==> src/rtl/hwag_ign_sched_if.sv <==
`default_nettype none
// ============================================================================
// Module      : hwag_ign_sched_if
// Description : Handshake bundle between the ignition scheduler and the
//               shared iterative divider. The scheduler is the master.
// Revision    : 1.0  initial release
// ============================================================================
interface hwag_ign_sched_if #(
  parameter int W = 24
) ();
  logic         div_start;
  logic [W-1:0] div_dividend;
  logic [W-1:0] div_divider;
  logic         div_rdy;
  logic [W-1:0] div_result;

  modport master (
    output div_start, div_dividend, div_divider,
    input  div_rdy, div_result
  );

  modport slave (
    input  div_start, div_dividend, div_divider,
    output div_rdy, div_result
  );
endinterface
`default_nettype wire

==> src/rtl/hwag_ign_sched.sv <==
`default_nettype none
// ============================================================================
// Module      : hwag_ign_sched
// Description : Ignition channel scheduler. On each tick, sweeps all channels
//               through one shared divider to turn charge time into a delta
//               angle, then drives one coil output per channel from angle
//               compares (set at ang-delta, clear at ang, clear wins).
//               Optional macro HWAG_IGN_SCHED_SHADOW_EN: configuration writes
//               land in shadow registers copied at the start of each sweep.
//               The reset input rst is asynchronous and active-low.
// Revision    : 1.0  initial release
// ============================================================================
module hwag_ign_sched #(
  parameter int CH = 4,
  parameter int W  = 24
) (
  input  wire logic          clk,
  input  wire logic          rst,
  input  wire logic          hwag_start,
  input  wire logic          tick,
  input  wire logic [W-1:0]  acnt,
  input  wire logic [W-1:0]  scnt_top,
  input  wire logic          cfg_we,
  input  wire logic [2:0]    cfg_ch,
  input  wire logic          cfg_sel,
  input  wire logic [W-1:0]  cfg_data,
  hwag_ign_sched_if.master   div,
  output logic [CH-1:0]      ign_out,
  output logic               busy,
  output logic               ovr
);

  localparam int CW = (CH > 1) ? $clog2(CH) : 1;
  localparam logic [CW-1:0] LAST_CH = CW'(CH - 1);

  typedef enum logic [1:0] {
    S_IDLE  = 2'd0,
    S_ISSUE = 2'd1,
    S_WAIT  = 2'd2,
    S_LATCH = 2'd3
  } state_t;

  state_t        state;
  logic [CW-1:0] ch;
  logic [CW-1:0] ch_nxt;
  logic [W-1:0]  ang     [CH];
  logic [W-1:0]  chg     [CH];
  logic [W-1:0]  delta   [CH];
  logic [W-1:0]  set_ang [CH];
  logic [W-1:0]  div_top_q;
  logic [W-1:0]  dividend_q;
  logic [W-1:0]  result_q;
  logic          div_start_q;
  logic          sweep_go;
  logic          cfg_hit;
  logic [CW-1:0] cfg_idx;
  logic [W-1:0]  first_chg;

`ifdef HWAG_IGN_SCHED_SHADOW_EN
  logic [W-1:0]  sh_ang [CH];
  logic [W-1:0]  sh_chg [CH];
  assign first_chg = sh_chg[0];
`else
  assign first_chg = chg[0];
`endif

  assign sweep_go = (state == S_IDLE) && tick && hwag_start;
  assign cfg_hit  = cfg_we && (int'(cfg_ch) < CH);
  assign cfg_idx  = cfg_ch[CW-1:0];
  assign ch_nxt   = ch + CW'(1);

  // Divider operands are held in registers so a config write during WAIT
  // cannot disturb the operation in flight.
  assign div.div_start    = div_start_q;
  assign div.div_dividend = dividend_q;
  assign div.div_divider  = (div_top_q == {W{1'b1}}) ? {W{1'b1}} : div_top_q + W'(1);

  // Charge-start angle follows the live spark angle, modulo 2^W.
  generate
    for (genvar gi = 0; gi < CH; gi++) begin : g_set_ang
      assign set_ang[gi] = ang[gi] - delta[gi];
    end
  endgenerate

  // Configuration registers (direct, or shadowed and copied at sweep start).
  always_ff @(posedge clk or negedge rst) begin
    if (!rst) begin
      for (int i = 0; i < CH; i++) begin
        ang[i] <= '0;
        chg[i] <= '0;
`ifdef HWAG_IGN_SCHED_SHADOW_EN
        sh_ang[i] <= '0;
        sh_chg[i] <= '0;
`endif
      end
    end else begin
`ifdef HWAG_IGN_SCHED_SHADOW_EN
      if (sweep_go) begin
        for (int i = 0; i < CH; i++) begin
          ang[i] <= sh_ang[i];
          chg[i] <= sh_chg[i];
        end
      end
      if (cfg_hit) begin
        if (cfg_sel) sh_chg[cfg_idx] <= cfg_data;
        else         sh_ang[cfg_idx] <= cfg_data;
      end
`else
      if (cfg_hit) begin
        if (cfg_sel) chg[cfg_idx] <= cfg_data;
        else         ang[cfg_idx] <= cfg_data;
      end
`endif
    end
  end

  // Sweep FSM: one divide per channel, outputs registered.
  always_ff @(posedge clk or negedge rst) begin
    if (!rst) begin
      state       <= S_IDLE;
      ch          <= '0;
      div_top_q   <= '0;
      dividend_q  <= '0;
      result_q    <= '0;
      div_start_q <= 1'b0;
      busy        <= 1'b0;
      ovr         <= 1'b0;
      for (int i = 0; i < CH; i++) delta[i] <= '0;
    end else begin
      div_start_q <= 1'b0;
      ovr         <= tick && (state != S_IDLE);
      if (!hwag_start) begin
        // Abandon the sweep; any divider result still in flight is ignored.
        state <= S_IDLE;
        busy  <= 1'b0;
      end else begin
        case (state)
          S_IDLE: begin
            if (tick) begin
              div_top_q   <= scnt_top;
              ch          <= '0;
              dividend_q  <= first_chg;
              div_start_q <= 1'b1;
              busy        <= 1'b1;
              state       <= S_ISSUE;
            end
          end
          S_ISSUE: begin
            state <= S_WAIT;
          end
          S_WAIT: begin
            if (div.div_rdy) begin
              result_q <= div.div_result;
              state    <= S_LATCH;
            end
          end
          S_LATCH: begin
            delta[ch] <= result_q;
            if (ch == LAST_CH) begin
              busy  <= 1'b0;
              state <= S_IDLE;
            end else begin
              ch          <= ch_nxt;
              dividend_q  <= chg[ch_nxt];
              div_start_q <= 1'b1;
              state       <= S_ISSUE;
            end
          end
          default: state <= S_IDLE;
        endcase
      end
    end
  end

  // Coil drive: set on charge-start match, clear on spark match (clear wins).
  always_ff @(posedge clk or negedge rst) begin
    if (!rst) begin
      ign_out <= '0;
    end else if (!hwag_start) begin
      ign_out <= '0;
    end else begin
      for (int i = 0; i < CH; i++) begin
        if (acnt == ang[i])          ign_out[i] <= 1'b0;
        else if (acnt == set_ang[i]) ign_out[i] <= 1'b1;
      end
    end
  end

endmodule
`default_nettype wire
==> src/flat_wrapper.sv <==
// flat-port wrapper written by rule: the top's interface ports become plain ports
module hwag_ign_sched_flat 
#(
  parameter int CH = 4,
  parameter int W  = 24
)
  (clk, rst, hwag_start, tick, acnt, scnt_top, cfg_we, cfg_ch, cfg_sel, cfg_data, ign_out, busy, ovr, div_div_start, div_div_dividend, div_div_divider, div_div_rdy, div_div_result);
  hwag_ign_sched_if #(.W(W)) div_i ();
  input  wire logic clk;
  input  wire logic rst;
  input  wire logic hwag_start;
  input  wire logic tick;
  input  wire logic [W-1:0] acnt;
  input  wire logic [W-1:0] scnt_top;
  input  wire logic cfg_we;
  input  wire logic [2:0] cfg_ch;
  input  wire logic cfg_sel;
  input  wire logic [W-1:0] cfg_data;
  output logic [CH-1:0] ign_out;
  output logic busy;
  output logic ovr;
  output wire logic [$bits(div_i.div_start)-1:0] div_div_start;
  output wire logic [$bits(div_i.div_dividend)-1:0] div_div_dividend;
  output wire logic [$bits(div_i.div_divider)-1:0] div_div_divider;
  input wire logic [$bits(div_i.div_rdy)-1:0] div_div_rdy;
  input wire logic [$bits(div_i.div_result)-1:0] div_div_result;
  assign div_div_start = div_i.div_start;
  assign div_div_dividend = div_i.div_dividend;
  assign div_div_divider = div_i.div_divider;
  assign div_i.div_rdy = div_div_rdy;
  assign div_i.div_result = div_div_result;
  hwag_ign_sched #(.CH(CH), .W(W)) u_core (.clk(clk), .rst(rst), .hwag_start(hwag_start), .tick(tick), .acnt(acnt), .scnt_top(scnt_top), .cfg_we(cfg_we), .cfg_ch(cfg_ch), .cfg_sel(cfg_sel), .cfg_data(cfg_data), .div(div_i), .ign_out(ign_out), .busy(busy), .ovr(ovr));
endmodule
==> config.mk <==
export PLATFORM = sky130hd
export DESIGN_NAME = hwag_ign_sched_flat
export DESIGN_NICKNAME = d
export VERILOG_FILES = /design/src/rtl/hwag_ign_sched_if.sv /design/src/rtl/hwag_ign_sched.sv /design/src/flat_wrapper.sv
export SDC_FILE = /design/constraint.sdc
export NUM_CORES = 1
export LEC_CHECK = 0
export BUFFER_PORTS_ARGS = -buffer_cell sky130_fd_sc_hd__buf_2
export CAP_MARGIN = 20
export CORE_ASPECT_RATIO = 1.5
export CORE_UTILIZATION = 40
export CTS_CLUSTER_DIAMETER = 80
export CTS_CLUSTER_SIZE = 8
export DETAILED_ROUTE_END_ITERATION = 8
export SYNTH_ARGS = -nofsm -noshare
export SYNTH_HDL_FRONTEND = slang
export SYNTH_SLANG_ARGS = --single-unit
==> constraint.sdc <==
create_clock -name clk -period 7.11 [get_ports clk]
set_input_delay 0.711 -clock clk [delete_from_list [all_inputs] [get_ports clk]]
set_output_delay 0.711 -clock clk [all_outputs]
set_load 0.02 [all_outputs]
==> out/metrics.csv, run 1 <==
stage,metric,value,unit
status,status,completed,
routing,drtPass1Iterations,5,
synth,syn_area,23250,um^2
synth,yosysSeqAreaShare,0.3993,
timing,fin_worst_skew,26.75,ps
clocking,cts.sink_count,371,
floorplan,rows,107,
routing,viasPerCell,5.845,
layout,fin_cells,3148,
worst_setup_path,arrival,3680,ps
timing,finalCritPeriodShare,0.6179,
synth,synth_flop_cell,dfrtp_1,
min_path,hp-class,input pin to async pin,
power_and_ir_drop,pwr-share-clk,0.216,
power_and_ir_drop,ir_drop,0.0002254,V
layout,area_growth,12.64,%
routing,wl_met2,41960,um
routing,drt_wl_total,79220,um
timing,rsz0062_at_grt,false,
power_and_ir_drop,p_int,5.887,mW
clocking,cts_tree,built,
synth,netlist-cell-type-count,80,
clocking,clockBufferDepth,3,
grt,antenna_found_initial,7,
clocking,post-cts-setup-buffers,0,
synth,yosys-top-cells-count,"dfrtp_1, mux2_2, nand2_1",
synth,synth-edff-count,0,
synth,async_flop_share,1.000,
worst_setup_path,worstPathMaxFanout,21,
power_and_ir_drop,power.density,389.3,nW/um^2
floorplan,core-area,57170,um^2
worst_setup_path,cp-end-kind,output port,
timing,min_period,4393,ps
synth,synth_seq_cells,371,
floorplan,die_y,297.3,um
power_and_ir_drop,combPwrFrac,0.467,
synth,syn-instance-count,2253,
timing,final_max_slew_viol_count,0,
placement,preCtsSetupSlack,3338,ps
synth,syn-num-nets,2464,
power_and_ir_drop,switching_share,0.4225,
clocking,path_clk_slew,50,ps
clocking,h-tree-depth,2,
grt,gr-total-overflow,0,
clocking,numCtsBuffers,52,
clocking,clkLatencyLatePin,580,ps
timing,setup_slack,2717,ps
floorplan,die_x,198.9,um
routing,drtIter0Drc,1117,
floorplan,dieArea,59110,um^2
synth,synth_area_leaders,"dfrtp_1, mux2_2, ha_1",
synth,ys_warn_count,0,
timing,setup_viol,0,
placement,place_hpwl,60390,um
routing,drc,0,
layout,drive_gt1_frac,0.2599,
grt,grt_max_degree,170,
synth,synth_largest_area_cell,dfrtp_1,
routing,antenna_left,0,
placement,place.gp.congestion,0.9807,
clocking,cts_hold_buf,0,
placement,dp.cells,3087,
synth,avgSynthCellArea,10.32,um^2
routing,via_count,18400,
placement,port_buffers,160,
timing,worstMarginPinSlew,1174,ps
grt,grt_pass1_wl,118600,um
timing,final-hold-violation-count,0,
layout,num-nets-final,2590,
routing,routed.top_layer,met4,
timing,relSlewSlack,0.2173,
clocking,cts-root-buf,clkbuf_16,
synth,synth_top_cell_area_share,0.3993,
worst_setup_path,critPathRequiredTime,6400,ps
flow_run,cap_violations,0,
floorplan,io_pins,161,
timing,fmax,227.6,MHz
worst_setup_path,cp-start-kind,register,
grt,grt_pass1_vias,19560,
routing,wl_met1,28840,um
routing,post_drt_wl_per_cell,25.17,um
worst_setup_path,path_class,register to output port,
grt,grt.total_usage,0.2700,
clocking,ctsResizeCount,0,
power_and_ir_drop,power_switching,4.307,mW
timing,setup-tns-final,0,ps
synth,yosysMostFrequentCell,dfrtp_1,
power_and_ir_drop,cellLeakagePower,11.44,nW
routing,met3_length,2479,um
floorplan,initial_core_util,0.4067,
power_and_ir_drop,pwr-share-seq,0.317,
## power groups by stage
| stage | clock network [mW] | registers [mW] | logic (mW) |
|---|---|---|---|
| after floorplan | 0 | 3.09 | 3.24 |
| after global placement | 0 | 3.22 | 4.65 |
| after detailed placement | 0 | 3.26 | 4.67 |
| after CTS | 2.25 | 3.23 | 4.69 |
| after global routing | 2.33 | 3.30 | 5.12 |
| final | 2.20 | 3.23 | 4.76 |
## final timing paths
kind,cells after the start,slack (ps),start,end
max,10,2720,u_core.div_top_q[0]$_DFFE_PN0P_,div_div_divider[12]
min,1,210,rst,u_core.result_q[18]$_DFFE_PN0P_
max reg2reg,12,3470,u_core.ang[24]$_DFFE_PN0P_,u_core.ign_out[2]$_DFFE_PN0P_
min reg2reg,2,470,u_core.ign_out[3]$_DFFE_PN0P_,u_core.ign_out[3]$_DFFE_PN0P_
max in group asynchronous,2,5230,rst,u_core.first_chg[15]$_DFFE_PN0P_
min in group clk,2,370,div_div_result[0],u_core.result_q[0]$_DFFE_PN0P_
## cells by family after synthesis
kind of cell | after synthesis | share of synthesized area
and+or+nand+nor | 492 | 0.1038
AOI/OAI and AO/OA | 435 | 0.1268
muxes | 379 | 0.1837
DFF | 371 | 0.3993
buffers and inverters | 238 | 0.04079
xor gates and xnor gates | 233 | 0.08777
adders and majority gates | 105 | 0.05780
## cell type report
| class | count | area [um^2] |
|---|---|---|
| fill | 5440 | 30980 |
| multi-input combinational | 1644 | 13060 |
| sequential | 371 | 9285 |
| clock buffer | 54 | 1330 |
| timing repair buffer | 180 | 1041 |
| tap | 763 | 954.7 |
| inverter | 130 | 488.0 |
| clock inverter | 3 | 25.02 |
| antenna | 3 | 7.507 |
## routing by layer
metal  track usage  vias up
li1              -     8336
met1        0.2870     9289
met2        0.4940      538
met3       0.02642      238
met4        0.1868        0
met5             0        -
## metrics by stage
stage	instance area, um^2	hold WS (ps)	power (mW)	utilization
after floorplan	23250	415.4	6.327	-
after global placement	24730	462.3	7.874	0.4326
after detailed placement	24800	464.8	7.930	0.4338
after CTS	26150	276.0	10.17	0.4575
after global routing	26190	291.7	10.75	0.4581
final	26190	211.3	10.19	0.4581
## critical path, cell delays in order (launching register included)
cell and delay, ps:
dfrtp_1 400, ha_1 200, and3_1 200, nand3_1 170, nor2_1 170, and2_1 190, nand4_1 170, nor3_1 530
nand3_1 630, o21ai_0 250, buf_2 200
## registers in the layout, indices dropped and copies added (netlist names)
signal	cells
u_core.ang	96
u_core.delta	96
u_core.chg	72
u_core.div.div_dividend	24
u_core.div_top_q	24
u_core.first_chg	24
u_core.result_q	24
u_core.ign_out	4
u_core.ch	2
u_core.state	2
u_core.busy	1
u_core.div.div_start	1
u_core.ovr	1
## layout by cell type, fill, tap and decap left out, types with 8 or more instances in the layout
cell / n
a211oi_1: 16
a21o_1: 22
a21oi_1: 90
a221oi_1: 25
a22oi_1: 27
a31oi_1: 19
and3_1: 8
buf_2: 159
buf_4: 15
clkbuf_16: 53
dfrtp_1: 370
ha_1: 101
inv_1: 129
mux2_2: 361
mux2i_1: 15
nand2_1: 150
nand2b_1: 17
nand3_1: 34
nand4_1: 49
nor2_1: 113
nor2b_1: 19
nor3_1: 24
nor4_1: 20
o211ai_1: 13
o21a_1: 26
o21ai_0: 87
o21ai_1: 8
o22ai_1: 8
o31ai_1: 12
xnor2_1: 144
xor2_1: 89
Power figures use the tool's default switching activity.
==> run 2: changes to the inputs <==
==> constraint.sdc (replaced) <==
create_clock -name clk -period 4.3 [get_ports clk]
set_input_delay 0.43 -clock clk [delete_from_list [all_inputs] [get_ports clk]]
set_output_delay 0.43 -clock clk [all_outputs]
set_load 0.02 [all_outputs]
==> run 2 against run 1 <==
Largest power group unchanged; total power grew 63%; wire length shrank 2.4%; final cell count is essentially flat.
==> out/metrics.csv, run 2 (same netlist as run 1, synthesis figures left out) <==
stage,metric,value,unit,change
clocking,cts_tree,built,,
worst_setup_path,critPathLaunch,u_core.div_top_q[0]$_DFFE_PN0P_,,
min_path,min_from,div_div_result[8],,
clocking,cts.sink_count,371,,unchanged
floorplan,rows,107,,unchanged
placement,preCtsSetupSlack,661.9,ps,-2676 ps
timing,relSlewSlack,0.2064,,-0.01093
timing,setup-tns-final,0,ps,unchanged
timing,fmax,251.4,MHz,
clocking,cts-root-buf,clkbuf_16,,
layout,nFillCells,5448,,+0.15%
worst_setup_path,max_stage_delay,570,ps,-60 ps
routing,antenna_left,0,,unchanged
worst_setup_path,rr_startpoint,u_core.ang[24]$_DFFE_PN0P_,,
layout,area_growth,12.75,%,
floorplan,die_x,198.9,um,unchanged
power_and_ir_drop,ir_drop,0.0004364,V,+94%
clocking,clkLatencyLatePin,570,ps,about the same
status,status,completed,,
routing,drc,0,,unchanged
power_and_ir_drop,power.density,635.0,nW/um^2,+63%
worst_setup_path,worstPathMaxFanout,21,,unchanged
grt,grt_pass1_wl,117400,um,-1.1%
layout,diodes,0,,-3
placement,dpl-instance-area,24860,um^2,+0.26%
routing,viasPerCell,5.820,,-0.44%
layout,drive_gt1_frac,0.2613,,+0.001441
layout,final_cell_area,26210,um^2,+0.10%
worst_setup_path,critPathRequiredTime,3870,ps,-2530 ps
timing,rsz0062_at_grt,false,,
routing,post_drt_wl_per_cell,24.53,um,-2.5%
placement,place.gp.congestion,0.9493,,-3.2%
timing,setup_slack,322.0,ps,-2395 ps
worst_setup_path,cp-start-kind,register,,
worst_setup_path,slowest_stage,nor3_1,,
grt,grt.total_usage,0.2649,,-0.005160
timing,fin_worst_skew,19.58,ps,-7.165 ps
min_path,hp-class,input pin to register,,
worst_setup_path,arrival,3550,ps,-130 ps
routing,drtIter0Drc,984,,-12%
clocking,h-tree-depth,2,,unchanged
clocking,numCtsBuffers,52,,unchanged
layout,fin_util,0.4586,,+0.0004600
grt,gr-total-overflow,0,,unchanged
worst_setup_path,path_class,register to output port,,
timing,final_max_slew_viol_count,0,,unchanged
placement,dp.cells,3095,,+0.26%
floorplan,dieArea,59110,um^2,unchanged
layout,final_cell_mix,"dfrtp_1, mux2_2, buf_2, nand2_1, xnor2_1",,
placement,place_hpwl,59620,um,-1.3%
floorplan,die_y,297.3,um,unchanged
clocking,post-cts-setup-buffers,0,,unchanged
grt,antenna_found_initial,1,,-6
layout,top_regs,"u_core.ang: 96 flops, u_core.delta: 96 flops, u_core.chg: 72 flops",,
timing,worstMarginPinSlew,1183,ps,+9.260 ps
floorplan,initial_core_util,0.4067,,unchanged
timing,finalCritPeriodShare,0.9251,,
timing,setup_viol,0,,unchanged
layout,num-nets-final,2598,,+0.31%
clocking,clockBufferDepth,3,,unchanged
routing,via_count,18340,,-0.34%
grt,grt_pass1_vias,19530,,-0.12%
worst_setup_path,path_cells,ha_1 -> and3_1 -> nand3_1 -> nor2_1 -> and2_1 -> nand4_1 -> nor3_1 -> nand3_2 -> o21ai_0 -> buf_2,,
power_and_ir_drop,cellLeakagePower,11.47,nW,+0.23%
timing,final-hold-violation-count,0,,unchanged
worst_setup_path,cp-end-kind,output port,,
flow_run,cap_violations,0,,unchanged
layout,mostFrequentLayoutCell,dfrtp_1,,
routing,drt_wl_total,77290,um,-2.4%
clocking,path_clk_slew,50,ps,about the same
routing,drtPass1Iterations,7,,+2
grt,grt_max_degree,92,,-46%
layout,fin_cells,3151,,+0.095%
timing,min_period,3978,ps,
floorplan,core-area,57170,um^2,unchanged
placement,port_buffers,160,,unchanged
floorplan,io_pins,161,,unchanged
[run 2: cell count changes in the layout (fill, tap and decap cells not counted), sizes merged]
| cell | change |
|---|---|
| buf | +7 |
| dlygate4sd3 | +1 |
| diode | -3 |
| inv | -2 |
[run 2: power by group]
part	switching [mW]	internal (mW)
logic	4.55	3.18
registers	0.922	4.40
clock network	1.45	2.14
total	6.92	9.72
[run 2: stage by stage]
stage / hold slack [ps] / power (mW)
after floorplan: 134.4 / 10.46
after global placement: 459.9 / 12.89
after detailed placement: 470.9 / 13.01
after CTS: 75.16 / 16.67
after global routing: 89.45 / 17.59
final: 90.40 / 16.64
[run 2: area by class of cell]
cell class                 count  area, um^2  share of cell area
clock buffer                  54        1330             0.05074
tap                          763       954.7             0.03642
clock inverter                 1       7.507           0.0002864
timing repair buffer         188        1089             0.04153
sequential                   371        9285              0.3542
inverter                     130       488.0             0.01861
multi-input combinational   1644       13060              0.4982
[run 2: worst paths after layout]
path	to	slack, ps	cells after the start
max reg2reg	u_core.ign_out[2]$_DFFE_PN0P_	650	12
max	div_div_divider[15]	320	10
min in group asynchronous	u_core.delta[16]$_DFFE_PN0P_	510	2
min reg2reg	u_core.div.div_dividend[0]$_DFFE_PN0P_	480	2
max in group asynchronous	u_core.div.div_dividend[16]$_DFFE_PN0P_	2610	3
min	u_core.result_q[8]$_DFFE_PN0P_	90	2
[run 2: what timing repair did]
action                                 CTS  global route
hold buffers                             1             0
endpoints found under the hold margin   86             0
gates resized for setup                  0             1
setup endpoints to repair                0            20
[run 2: layer usage]
layer | GRT usage | vias to the layer above | wire length (um)
met5 | 0 | - | 0
met4 | 0.1690 | 0 | 5431
met3 | 0.02732 | 218 | 2316
met2 | 0.4898 | 443 | 41280
met1 | 0.2817 | 9322 | 28270
li1 | - | 8355 | -
[run 2: critical path: cells and delay by family, from the launching register on]
family	cells	cell delay, ps
fa+ha+maj	1	210
buf+inv	1	200
simple gates	7	1950
flops	1	390
compound gates	1	240
==> run 3: changes to the inputs <==
--- a/config.mk
+++ b/config.mk
@@ -7,11 +7,12 @@
 export LEC_CHECK = 0
 export BUFFER_PORTS_ARGS = -buffer_cell sky130_fd_sc_hd__buf_2
 export CAP_MARGIN = 20
-export CORE_ASPECT_RATIO = 1.5
+export CORE_ASPECT_RATIO = 1.75
 export CORE_UTILIZATION = 40
 export CTS_CLUSTER_DIAMETER = 80
 export CTS_CLUSTER_SIZE = 8
 export DETAILED_ROUTE_END_ITERATION = 8
+export PLACE_DENSITY = 0.54
 export SYNTH_ARGS = -nofsm -noshare
 export SYNTH_HDL_FRONTEND = slang
 export SYNTH_SLANG_ARGS = --single-unit
==> run 3 against run 2 <==
Sequential share of layout area decreased by 0.096 points; clock skew increased by 10 ps; die area about the same; sequential power increased by 2%; clock power increased by 5%; critical path depth increased by 1; core utilization about the same; highest routed layer is now met5.
==> out/metrics.csv, run 3 (same netlist as run 1, synthesis figures left out) <==
stage,metric,value,unit,change
clocking,ctsResizeCount,0,,unchanged
timing,final-hold-violation-count,0,,unchanged
timing,relSlewSlack,0.3479,,+0.1415
clocking,cts_tree,built,,
routing,antenna_left,0,,unchanged
timing,min_period,3932,ps,-46.46 ps
floorplan,core-area,57330,um^2,+0.29%
timing,setup-tns-final,0,ps,unchanged
clocking,cts.sink_count,371,,unchanged
timing,fmax,254.4,MHz,+1.2%
timing,setup_slack,368.4,ps,+46.46 ps
worst_setup_path,crit_buf_inv,2,,+1
min_path,min_to,u_core.result_q[18]$_DFFE_PN0P_,,
layout,area_growth,13.06,%,
status,status,completed,,
power_and_ir_drop,ir_drop,0.0003972,V,-9.0%
clocking,clkLatencyLatePin,600,ps,+30 ps
floorplan,dieArea,59130,um^2,about the same
worst_setup_path,max_stage_delay,560,ps,about the same
worst_setup_path,slowest_stage,nor3_1,,
worst_setup_path,rr_startpoint,u_core.ang[24]$_DFFE_PN0P_,,
grt,grt_pass1_wl,123500,um,+5.2%
layout,drive_gt1_frac,0.2626,,+0.001324
clocking,cts-root-buf,clkbuf_16,,
layout,final_cell_mix,"dfrtp_1, mux2_2, buf_2, nand2_1, xnor2_1",,
power_and_ir_drop,power.density,638.1,nW/um^2,+0.50%
routing,drc,0,,unchanged
placement,preCtsSetupSlack,761.5,ps,+99.61 ps
power_and_ir_drop,cellLeakagePower,11.51,nW,+0.36%
worst_setup_path,path_cells,ha_1 -> and3_1 -> nand3_1 -> nor2_1 -> and2_1 -> nand4_1 -> nor3_1 -> nand3_1 -> buf_4 -> o21ai_0 -> buf_2,,
routing,drtPass1Iterations,5,,-2
grt,grt_max_degree,92,,unchanged
worst_setup_path,rrSetupSlack,690,ps,+40 ps
min_path,min_from,div_div_result[18],,
floorplan,io_pins,161,,unchanged
clocking,clockBufferDepth,3,,unchanged
worst_setup_path,cp-end-kind,output port,,
routing,routed.top_layer,met5,,
routing,wl_met2,43080,um,+4.4%
worst_setup_path,cp-start-kind,register,,
routing,drtIter0Drc,1051,,+6.8%
worst_setup_path,cp_top_family,simple AND/OR/NAND/NOR gates,,
placement,port_buffers,160,,unchanged
layout,num-nets-final,2602,,+0.15%
layout,fin_cells,3163,,+0.38%
routing,drt_wl_total,83830,um,+8.5%
worst_setup_path,cpMostUsedCell,nand3_1,,
grt,gr-total-overflow,0,,unchanged
floorplan,rows,116,,+8.4%
floorplan,die_x,184.2,um,-7.3%
grt,grt.total_usage,0.2869,,+0.02207
placement,place_hpwl,64420,um,+8.0%
worst_setup_path,path_class,register to output port,,
clocking,h-tree-depth,2,,unchanged
min_path,hp-class,input pin to register,,
floorplan,initial_core_util,0.4055,,-0.001163
flow_run,cap_violations,0,,unchanged
clocking,numCtsBuffers,52,,unchanged
clocking,path_clk_slew,50,ps,about the same
timing,final_max_slew_viol_count,0,,unchanged
routing,wl_met1,31870,um,+13%
timing,worstMarginPinSlew,975.8,ps,-207.4 ps
worst_setup_path,arrival,3500,ps,-50 ps
timing,fin_worst_skew,29.75,ps,+10.17 ps
timing,setup_viol,0,,unchanged
layout,mostFrequentLayoutCell,dfrtp_1,,
routing,via_count,18260,,-0.40%
floorplan,die_y,320.9,um,+8.0%
worst_setup_path,critPathRequiredTime,3870,ps,about the same
routing,post_drt_wl_per_cell,26.50,um,+8.0%
timing,rsz0062_at_grt,false,,
routing,viasPerCell,5.774,,-0.78%
timing,finalCritPeriodShare,0.9143,,-0.01080
worst_setup_path,reg2reg_depth,12,,unchanged
grt,grt_pass1_vias,18950,,-3.0%
min_path,hold-path-cell-count,2,,unchanged
routing,met3_length,3376,um,+46%
worst_setup_path,worstPathMaxFanout,21,,unchanged
placement,place.gp.congestion,0.9362,,-1.4%
grt,antenna_found_initial,3,,+2
placement,dp.cells,3103,,+0.26%
worst_setup_path,r2r-end,u_core.ign_out[2]$_DFFE_PN0P_,,
timing,timing.hold.ws,68.68,ps,-21.72 ps
layout,top_regs,"u_core.ang: 96 flops, u_core.delta: 96 flops, u_core.chg: 72 flops",,
run 3: repair_timing:
| item | in CTS | in global routing |
|---|---|---|
| hold buffers | 1 | 0 |
| hold endpoints to repair | 75 | 0 |
| endpoints found under the setup margin | 0 | 0 |
| buffers inserted | 0 | 0 |
run 3: power breakdown:
part	internal (mW)	leakage, nW	switching [mW]
Clock	2.23	0.689	1.54
Combinational	3.17	6.12	4.43
Sequential	4.40	4.70	1.01
Total	9.79	11.5	6.98
run 3: how the worst max path moves through the flow:
stage	from	endpoint	slack [ps]	cells after the start
after detailed placement	u_core.ang[24]$_DFFE_PN0P_	u_core.ign_out[2]$_DFFE_PN0P_	760	12
after global routing	u_core.div_top_q[0]$_DFFE_PN0P_	div_div_divider[5]	190	11
final	u_core.div_top_q[0]$_DFFE_PN0P_	div_div_divider[15]	370	11
after global placement	u_core.ang[24]$_DFFE_PN0P_	u_core.ign_out[2]$_DFFE_PN0P_	810	12
after CTS	u_core.div_top_q[0]$_DFFE_PN0P_	div_div_divider[15]	340	11
after floorplan	u_core.ang[24]$_DFFE_PN0P_	u_core.ign_out[2]$_DFFE_PN0P_	1150	12
run 3: worst register-to-register path: cells and delay by family, from the launching register on:
family                   cells  cell delay, ps
multiplexers                 1             520
flip-flops                   1             400
AO/OA/AOI/OAI                6            1490
AND/OR/NAND/NOR              2             660
buffers and inverters        1              70
adder cells (fa/ha/maj)      2             400
run 3: layer usage:
metal | GRT usage | vias up
met1 | 0.3188 | 9149
met2 | 0.5213 | 549
met3 | 0.03385 | 191
li1 | - | 8373
met5 | 0 | -
met4 | 0.1665 | 2
run 3: final cells by class:
type / count / area, um^2
fillers: 5467 / 31040
multi-input cells: 1644 / 13060
flip-flops and latches: 371 / 9285
clock buffers: 55 / 1334
repair buffers: 192 / 1091
well taps: 767 / 959.7
inverters: 130 / 488.0
clock inverters: 3 / 70.07
diodes: 1 / 2.502
run 3: stage by stage:
stage	power, mW	cell area [um^2]	utilization
CTS	16.87	26280	0.4584
detailed placement	13.00	24870	0.4338
global placement	12.97	24870	0.4338
finish	16.77	26290	0.4585
global route	17.82	26290	0.4585
floorplan	10.46	23250	-
